## src/rtl/sirv_expl_apb_pkg.sv

```systemverilog
// Shared constants for the example APB register bank.
//   - Register offsets, relative to NREG, of the control block that follows the
//     scratch registers.
//   - Bit positions inside CTRL and STATUS.
//   - Encoding of the access-phase wait-state FSM.
package sirv_expl_apb_pkg;

  localparam int CTRL_OFS = 0;
  localparam int CNT_OFS  = 1;
  localparam int CMP_OFS  = 2;
  localparam int STAT_OFS = 3;

  localparam int CTRL_EN    = 0;
  localparam int CTRL_IE    = 1;
  localparam int STAT_MATCH = 0;

  typedef enum logic [1:0] {
    IDLE   = 2'd0,
    ACCESS = 2'd1
  } wait_state_e;

endpackage

```

## src/rtl/sirv_expl_apb_wait.sv

```systemverilog
// Access-phase wait-state generator for an APB slave.
// Ports:
//   clk, rst_n        : clock and synchronous active-low reset
//   pselx, penable    : APB select and access-phase strobe from the master
//   pready            : transfer completion towards the master
//   access_done       : one-cycle pulse on the cycle a transfer completes
//   state             : current FSM state, for observation
//
// Handshake: a transfer completes on the single cycle where pselx, penable and
// pready are all 1. The slave holds pready low for WAIT_CYC access cycles and
// raises it on the next one. The master keeps pselx high until completion;
// dropping pselx abandons the transfer.
module sirv_expl_apb_wait
  import sirv_expl_apb_pkg::*;
#(
  parameter int WAIT_CYC = 0
) (
  input  logic        clk,
  input  logic        rst_n,
  input  logic        pselx,
  input  logic        penable,
  output logic        pready,
  output logic        access_done,
  output wait_state_e state
);

  wait_state_e state_nxt;
  logic [3:0]  wait_cnt;
  logic [3:0]  wait_cnt_nxt;

  always_ff @(posedge clk) begin
    if (!rst_n) begin
      state    <= IDLE;
      wait_cnt <= '0;
    end else begin
      state    <= state_nxt;
      wait_cnt <= wait_cnt_nxt;
    end
  end

  always_comb begin
    state_nxt    = state;
    wait_cnt_nxt = wait_cnt;
    pready       = 1'b0;
    access_done  = 1'b0;
    case (state)
      // Any select seen while idle starts a transfer. A master that raises
      // penable together with pselx still pays the full wait, so it never
      // gets an early ready.
      IDLE: begin
        if (pselx) begin
          state_nxt    = ACCESS;
          wait_cnt_nxt = 4'(WAIT_CYC);
        end
      end
      ACCESS: begin
        if (!pselx) begin
          state_nxt    = IDLE;
          wait_cnt_nxt = '0;
        end else if (wait_cnt == 4'd0) begin
          pready      = penable;
          access_done = penable;
          if (penable) state_nxt = IDLE;
        end else begin
          wait_cnt_nxt = wait_cnt - 4'd1;
        end
      end
      default: begin
        state_nxt    = IDLE;
        wait_cnt_nxt = '0;
      end
    endcase
  end

endmodule

```

## src/rtl/sirv_expl_apb_regbank.sv

```systemverilog
// Example APB slave: NREG scratch registers followed by a control block
// (CTRL, free-running CNT, CMP, STATUS) that raises a level interrupt when
// the counter reaches the compare value.
// Ports:
//   clk, rst_n                 : clock and synchronous active-low reset
//   apb_paddr                  : byte address, only [11:2] decoded
//   apb_pwrite                 : 1 = write, 0 = read
//   apb_pselx, apb_penable     : select and access-phase strobe
//   apb_pwdata                 : write data
//   apb_prdata                 : read data, 0 unless a good transfer is ready
//   apb_pready                 : transfer completion (WAIT_CYC wait states)
//   apb_pslverr                : error response, only together with apb_pready
//   irq                        : STATUS.match & CTRL.ie
//   wait_state                 : wait-state FSM state, for observation
module sirv_expl_apb_regbank
  import sirv_expl_apb_pkg::*;
#(
  parameter int AW       = 32,
  parameter int DW       = 32,
  parameter int NREG     = 8,
  parameter int WAIT_CYC = 0
) (
  input  logic          clk,
  input  logic          rst_n,
  input  logic [AW-1:0] apb_paddr,
  input  logic          apb_pwrite,
  input  logic          apb_pselx,
  input  logic          apb_penable,
  input  logic [DW-1:0] apb_pwdata,
  output logic [DW-1:0] apb_prdata,
  output logic          apb_pready,
  output logic          apb_pslverr,
  output logic          irq,
  output wait_state_e   wait_state
);

  localparam int SW = $clog2(NREG);
  localparam logic [9:0] IDX_NREG = 10'(NREG);
  localparam logic [9:0] IDX_CTRL = 10'(NREG + CTRL_OFS);
  localparam logic [9:0] IDX_CNT  = 10'(NREG + CNT_OFS);
  localparam logic [9:0] IDX_CMP  = 10'(NREG + CMP_OFS);
  localparam logic [9:0] IDX_STAT = 10'(NREG + STAT_OFS);

  logic [DW-1:0] scr [NREG];
  logic          en;
  logic          ie;
  logic          match;
  logic [DW-1:0] cnt;
  logic [DW-1:0] cmp;

  logic          pready;
  logic          access_done;
  logic [9:0]    idx;
  logic          addr_err;
  logic          wr;
  logic          match_set;
  logic [DW-1:0] rdata;
  logic          unused_paddr;

  // Upper address bits are outside the decoded window by design.
  assign unused_paddr = ^apb_paddr;

  sirv_expl_apb_wait #(
    .WAIT_CYC(WAIT_CYC)
  ) u_wait (
    .clk        (clk),
    .rst_n      (rst_n),
    .pselx      (apb_pselx),
    .penable    (apb_penable),
    .pready     (pready),
    .access_done(access_done),
    .state      (wait_state)
  );

  assign idx      = apb_paddr[11:2];
  assign addr_err = (idx > IDX_STAT) || (apb_paddr[1:0] != 2'b00);
  assign wr       = access_done & apb_pwrite & ~addr_err;

  // Compare uses the pre-write counter, so a same-cycle CNT write cannot
  // suppress a match already reached.
  assign match_set = en & (cnt == cmp);

  always_ff @(posedge clk) begin
    if (!rst_n) begin
      for (int i = 0; i < NREG; i++) scr[i] <= '0;
      en    <= 1'b0;
      ie    <= 1'b0;
      match <= 1'b0;
      cnt   <= '0;
      cmp   <= '0;
    end else begin
      if (wr && idx < IDX_NREG) scr[idx[SW-1:0]] <= apb_pwdata;
      if (wr && idx == IDX_CTRL) begin
        en <= apb_pwdata[CTRL_EN];
        ie <= apb_pwdata[CTRL_IE];
      end
      // A bus write to CNT overrides the increment.
      if (wr && idx == IDX_CNT) cnt <= apb_pwdata;
      else if (en)              cnt <= cnt + DW'(1);
      if (wr && idx == IDX_CMP) cmp <= apb_pwdata;
      // Set beats write-1-to-clear.
      if (match_set)
        match <= 1'b1;
      else if (wr && idx == IDX_STAT && apb_pwdata[STAT_MATCH])
        match <= 1'b0;
    end
  end

  always_comb begin
    rdata = '0;
    if (idx < IDX_NREG) begin
      rdata = scr[idx[SW-1:0]];
    end else begin
      case (idx)
        IDX_CTRL: begin
          rdata[CTRL_EN] = en;
          rdata[CTRL_IE] = ie;
        end
        IDX_CNT:  rdata = cnt;
        IDX_CMP:  rdata = cmp;
        IDX_STAT: rdata[STAT_MATCH] = match;
        default:  rdata = '0;
      endcase
    end
  end

  assign apb_pready  = pready;
  assign apb_pslverr = pready & addr_err;
  assign apb_prdata  = (pready && !addr_err) ? rdata : '0;
  assign irq         = match & ie;

endmodule
```

## config.mk

```make
export PLATFORM = sky130hd
export DESIGN_NAME = sirv_expl_apb_regbank
export DESIGN_NICKNAME = d
export VERILOG_FILES = /design/src/rtl/sirv_expl_apb_pkg.sv /design/src/rtl/sirv_expl_apb_wait.sv /design/src/rtl/sirv_expl_apb_regbank.sv
export SDC_FILE = /design/constraint.sdc
export NUM_CORES = 1
export LEC_CHECK = 0
export CELL_PAD_IN_SITES_DETAIL_PLACEMENT = 1
export CELL_PAD_IN_SITES_GLOBAL_PLACEMENT = 2
export CORE_UTILIZATION = 40
export DETAILED_ROUTE_END_ITERATION = 12
export PLACE_DENSITY = 0.77
export SYNTH_ARGS = -nofsm -noshare
export SYNTH_HDL_FRONTEND = slang
export SYNTH_SLANG_ARGS = --single-unit
```

## constraint.sdc

```tcl
create_clock -name clk -period 5.58 [get_ports clk]
set_clock_uncertainty 0.1 [all_clocks]
set_input_delay 0.558 -clock clk [delete_from_list [all_inputs] [get_ports clk]]
set_output_delay 0.558 -clock clk [all_outputs]
set_load 0.02 [all_outputs]
```

==> flow_summary.toml, run 1 <==
[routing]
vias_per_cell = 5.96
post_drt_wl_per_cell_um = 28.0
drt_iter0_drc = 1079
ant_nets = 0
firstDrtPassIters = 5
drt_wl_total_um = 55800
vias = 11900
route.detailed.drc = 0

[clocking]
cts_resized = 0
post-cts-setup-buffers = 0
postCtsHoldBufs = 0
insertion_delay_ps = 540
clkTransAtPathRegs_ps = 60
cts_tree = "done"
cts_made_buffers = 38
htree_levels = 2
cts.sinks = 328
clock_tree.root_cell = "clkbuf_16"
clock_path_buffers = 3

[power_and_ir_drop]
comb_power_share_pct = 6.4
p_leak_uw = 0.00639
p_seq_share_pct = 49.7
p_int_uw = 4150
power_uw = 5430
vdd_drop_max_mv = 0.230
power.density_mw_per_mm2 = 296
p_sw_uw = 1280
pwr-share-clk_pct = 43.9
sw_frac_of_total_pct = 23.5

[worst_hold_path]
min_path_type = "reg -> reg"

[timing]
period_share_pct = 83.3
setup_slack_ps = 933
fmax_mhz = 215
fin_crit_ps = 4650
worst_pin_slew_ps = 1180
rsz0062_at_grt = "no"
fin_setup_tns_ps = 0
relSlewSlack_pct = 21.3
hold_viol_final = 0
setup_violations = 0
drv_slew = 0

[global_route]
grt_max_degree = 52
grt_pass1_wl_um = 82400
grt_pass1_vias = 12300
antenna_found_initial = 0
grt.total_usage_pct = 27.9
gr-total-overflow = 0

[setup_path]
arrival_ps = 3990
worstSetupEndpointType = "output pin"
cp.required_ps = 4920
crit_fanout = 19
path_class = "reg -> out"
cp-start-kind = "flip-flop"

[placement]
portBuffers = 84
post-place-ws_ps = 1120
dpl.hpwl_um = 36000
gp_congestion = 0.895
dpl.cell_count = 1926

[final_layout]
stdcell_count = 1991
multi_input_area_mm2 = 0.00622
diodes = 0
layout_commonest_cell = "and2_1"
final_nets = 1519
regArea_mm2 = 0.00913
syn_to_final_growth_pct = 16.5
num-fill-cells = 4153
drive_gt1_share_pct = 10.5
final_cell_mix = "and2_1 (258), edfxtp_1 (256), a21oi_1 (94), nand2_1 (93), clkdlybuf4s50_1 (80)"

[synthesis]
synth_flop_cell = "edfxtp_1"
yosysTopAreaCell = "edfxtp_1"
synth_cell_type_count = 61
syn_area_per_cell_um2 = 11.3
synth-edff-count = 256
yosys-top-cells-area = "edfxtp_1 (49%), and2_1 (10%), dfxtp_1 (9.2%)"
synth_cells = 1392
ys_seq_area_share_pct = 58.0
async_flop_share_pct = 0
yosysTopAreaCellShare_pct = 48.9
synth-seq-cells = 328
syn_nets = 1463
syn_area_mm2 = 0.0157
yosys_warnings = 0

[floorplanning]
coreArea_mm2 = 0.0387
start_util_pct = 40.6
fp.dieH_um = 200
io_pins = 106
die_w_um = 200
std_cell_rows = 72
die_area_mm2 = 0.0401

[outcome]
status = "complete, no violations"

[flow_run]
cap_viol_max_count = 0
final cells by class:
cell class | count | share of cell area (%)
multi-input cells | 943 | 33.9
well taps | 518 | 3.54
repair buffers | 126 | 6.28
clock buffers | 47 | 5.49
flip-flops and latches | 328 | 49.8
inverters | 11 | 0.225
clock inverters | 18 | 0.737
metrics by stage:
| step | cell area (µm²) | util [%] | hold WS [ps] |
|---|---|---|---|
| after floorplan | 15700 | - | 356 |
| after global placement | 17200 | 44.4 | 363 |
| after detailed placement | 17200 | 44.4 | 374 |
| after CTS | 18300 | 47.3 | 383 |
| after global routing | 18300 | 47.3 | 396 |
| final | 18300 | 47.3 | 382 |
worst paths after layout:
check	from	to	slack, ps	cells past startpoint
min reg2reg	cmp[2]	cmp[2]	380	2
max reg2reg	u_wait.wait_cnt[1]	scr[4][26]	1920	7
max	u_wait.wait_cnt[1]	apb_prdata[17]	930	8
min	cmp[2]	cmp[2]	380	2
synthesized netlist by cell type, drive strengths merged (7+ instances only):
library cell and count:
a211oi 18, a21oi 94, a22oi 26, and2 258, and4 7, buf 23, clkbuf 87, dfxtp 72
edfxtp 256, inv 10, mux2 27, mux2i 23, mux4 7, nand2 93, nand2b 7, nand3 23
nand4 16, nor2 61, nor4 20, o211ai 11, o21ai 46, o221ai 22, o22ai 48, xnor2 36
xor2 28
registers in the layout (all words and copies together) (netlist names):
signal,flops
u_wait.state,1
scr,256
cnt,32
match,1
u_wait.wait_cnt,4
en,1
ie,1
cmp,32
critical path, stage by stage (launching register included):
cell and delay (ps):
dfxtp_1 340, inv_1 60, ha_1 190, or3b_1 500, and4bb_4 410, nand2_1 530
buf_4 420, a21oi_1 290, clkdlybuf4s50_1 710
power by group through the flow:
| stage | sequential, µW | clock [µW] | combinational [µW] |
|---|---|---|---|
| 2_1_floorplan | 2750 | 0 | 156 |
| 3_3_place_gp | 2750 | 0 | 339 |
| 3_5_place_dp | 2750 | 0 | 342 |
| 4_1_cts | 2700 | 2410 | 345 |
| 5_1_grt | 2710 | 2490 | 362 |
| 6_report | 2700 | 2380 | 345 |
metal layers:
layer | global-route usage [%] | wire length, µm
met1 | 38.0 | 23900
met2 | 44.7 | 26000
met3 | 4.38 | 3830
met4 | 10.9 | 2070
met5 | 0 | 0
cell families (layout without fill, tap and decap cells):
| kind of cell | count (synthesis) | count (layout) | share of synthesized area, % |
|---|---|---|---|
| AOI/OAI and AO/OA | 301 | 301 | 12.3 |
| other | 1 | 1 | 0.0238 |
| DFF | 328 | 328 | 58.0 |
| muxes | 57 | 57 | 4.40 |
| and+or+nand+nor | 518 | 518 | 18.4 |
| xor gates and xnor gates | 64 | 64 | 3.56 |
| buffers and inverters | 121 | 202 | 3.14 |
| adders and majority gates | 2 | 2 | 0.159 |
No activity file was read; power rests on OpenSTA's default activity.
==> inputs of run 2 (changes only) <==
--- a/config.mk
+++ b/config.mk
@@ -7,9 +7,9 @@
 export LEC_CHECK = 0
 export CELL_PAD_IN_SITES_DETAIL_PLACEMENT = 1
 export CELL_PAD_IN_SITES_GLOBAL_PLACEMENT = 2
-export CORE_UTILIZATION = 40
+export CORE_UTILIZATION = 36
 export DETAILED_ROUTE_END_ITERATION = 12
-export PLACE_DENSITY = 0.77
+export PLACE_DENSITY = 0.73
 export SYNTH_ARGS = -nofsm -noshare
 export SYNTH_HDL_FRONTEND = slang
 export SYNTH_SLANG_ARGS = --single-unit
==> constraint.sdc (replaced) <==
create_clock -name clk -period 4.25 [get_ports clk]
set_clock_uncertainty 0.1 [all_clocks]
set_input_delay 0.425 -clock clk [delete_from_list [all_inputs] [get_ports clk]]
set_output_delay 0.425 -clock clk [all_outputs]
set_load 0.02 [all_outputs]
==> run 2 against run 1 <==
Flip-flop and latch count did not move. Largest cell class unchanged. Wire length rose by 1.2%. Largest power group unchanged. Final cell count up 4.5%. Die area up 11%. Combinational power up 38%. Global-route usage down 2.1 points. Sequential share of layout area is 0.96 points lower. Register-to-register slack worse by 1100 ps. Clock power up 32%. Design area grew 2.0%.
==> flow_summary.toml, run 2 (synthesis gave the netlist of run 1 again) <==
[outcome]
status = "complete, no violations"

[final_layout]
num-fill-cells = 4591
final_cell_mix = "and2_1 (258), edfxtp_1 (256), a21oi_1 (94), nand2_1 (92), clkdlybuf4s50_1 (80)"
diodes = 0
regArea_mm2 = 0.00913
final_nets = 1540
multi_input_area_mm2 = 0.00622
largest-register = "scr"
layout_commonest_cell = "and2_1"
top_regs = "scr: 256 flops, cmp: 32 flops, cnt: 32 flops"
largest_reg_flops = 256
drive_gt1_share_pct = 11.7
syn_to_final_growth_pct = 18.8

[routing]
post_drt_wl_per_cell_um = 27.1
ant_nets = 0
drt_wl_total_um = 56400
drt_iter0_drc = 846
firstDrtPassIters = 7
vias_per_cell = 5.68
vias = 11800
route.detailed.drc = 0

[clocking]
cts_tree = "done"
clkTransAtPathRegs_ps = 50
cts.sinks = 328
cts_made_buffers = 39
post-cts-setup-buffers = 0
htree_levels = 2
clock_tree.root_cell = "clkbuf_16"
clock_path_buffers = 3
insertion_delay_ps = 560
postCtsHoldBufs = 0

[setup_path]
cp-start-kind = "flip-flop"
path_class = "reg -> out"
crit_fanout = 15
cpMaxStageDelayCell = "clkdlybuf4s50_1"
timing.rr.start = "u_wait.wait_cnt[0]"
cp.required_ps = 3720
r2r_slack_ps = 860
reg2reg_to = "scr[5][24]"
worstSetupEndpointType = "output pin"
slowest_delay_ps = 650
crit_chain = "inv_1 > ha_1 > or3b_1 > and4bb_4 > nand2_2 > buf_4 > a21oi_1 > clkdlybuf4s50_1"
arrival_ps = 3500
reg2regPathDepth = 7

[placement]
gp_congestion = 0.852
post-place-ws_ps = 316
portBuffers = 84
dpl.hpwl_um = 37000

[global_route]
gr-total-overflow = 0
antenna_found_initial = 2
gr-max-usage-layer = "met2"
grtUsageMet2_pct = 41.0
grt_pass1_vias = 12200
grt_max_degree = 52
grt_pass1_wl_um = 82500
grt_use_met3_pct = 4.79
use_met1_pct = 35.0
grt.total_usage_pct = 25.8

[floorplanning]
fp.dieH_um = 211
io_pins = 106
std_cell_rows = 76
die_area_mm2 = 0.0445
start_util_pct = 36.5
coreArea_mm2 = 0.0431
die_w_um = 211

[power_and_ir_drop]
power.density_mw_per_mm2 = 383
vdd_drop_max_mv = 0.340
p_leak_uw = 0.00653

[timing]
rsz0062_at_grt = "no"
setup_violations = 0
worst_pin_slew_ps = 666
fmax_mhz = 248
relSlewSlack_pct = 55.6
period_share_pct = 94.7
drv_slew = 0
whs_ps = 252
setup_slack_ps = 224
hold_viol_final = 0
fin_crit_ps = 4030

[flow_run]
cap_viol_max_count = 0

[worst_hold_path]
whs_path_depth = 3
min_path_type = "in -> reg"
min_from = "rst_n"
holdPathEnd = "u_wait.state[0]"
## run 2: cell types whose count changed in the layout (fill, tap and decap cells not counted), moves of 2 or more
cell,before,now
bufinv_16,2,0
clkinv_2,8,3
clkbuf_8,0,4
buf_12,1,8
clkbuf_1,8,10
buf_4,42,55
clkbuf_16,39,41
clkinv_1,8,11
## run 2: area by class of cell
type / instances / area share [%]
clock buffers: 55 / 5.99
clock inverters: 13 / 0.281
inverters: 11 / 0.221
multi-input cells: 943 / 33.3
flip-flops and latches: 328 / 48.9
well taps: 585 / 3.92
repair buffers: 146 / 7.43
## run 2: stage by stage
step / setup TNS, ps / power (µW) / cells / util, % / cell area, µm²
global route: 0 / 7360 / 2081 / 43.4 / 18700
CTS: 0 / 7220 / 2081 / 43.4 / 18700
global placement: 0 / 4080 / 2013 / 40.6 / 17500
floorplan: -76370 / 3820 / 1392 / - / 15700
detailed placement: 0 / 4090 / 2013 / 40.6 / 17500
finish: 0 / 7160 / 2081 / 43.4 / 18700
## run 2: critical path: cells and delay by family, from the launching register on
| family | cells | cell delay [ps] |
|---|---|---|
| and+or+nand+nor | 3 | 1160 |
| AOI/OAI and AO/OA | 1 | 230 |
| buffers and inverters | 3 | 1030 |
| adders and majority gates | 1 | 190 |
| DFF | 1 | 320 |
## run 2: metal layers
metal	vias to the layer above	part of all wire, %
met5	-	0
met4	0	3.5
met3	99	6.8
met2	425	46
met1	6046	44
li1	5257	-
## run 2: worst max-delay path by stage
stage | startpoint | end | slack [ps]
finish | u_wait.wait_cnt[0] | apb_prdata[13] | 220
global route | u_wait.wait_cnt[0] | apb_prdata[13] | 120
CTS | u_wait.wait_cnt[0] | apb_prdata[13] | 2
detailed placement | apb_paddr[10] | apb_prdata[12] | 320
global placement | apb_pselx | apb_prdata[12] | 350
floorplan | u_wait.wait_cnt[0] | scr[0][0] | -300
## run 2: power by group
group / switching (µW) / internal (µW) / leakage (µW)
logic: 322 / 152 / 0.00271
registers: 23.5 / 3520 / 0.00325
clock network: 1320 / 1820 / 0.000573
## run 2: what timing repair did
item / in CTS / in global routing
cloned: 0 / 0
resized for setup: 1 / 1
setup endpoints to repair: 1 / 23
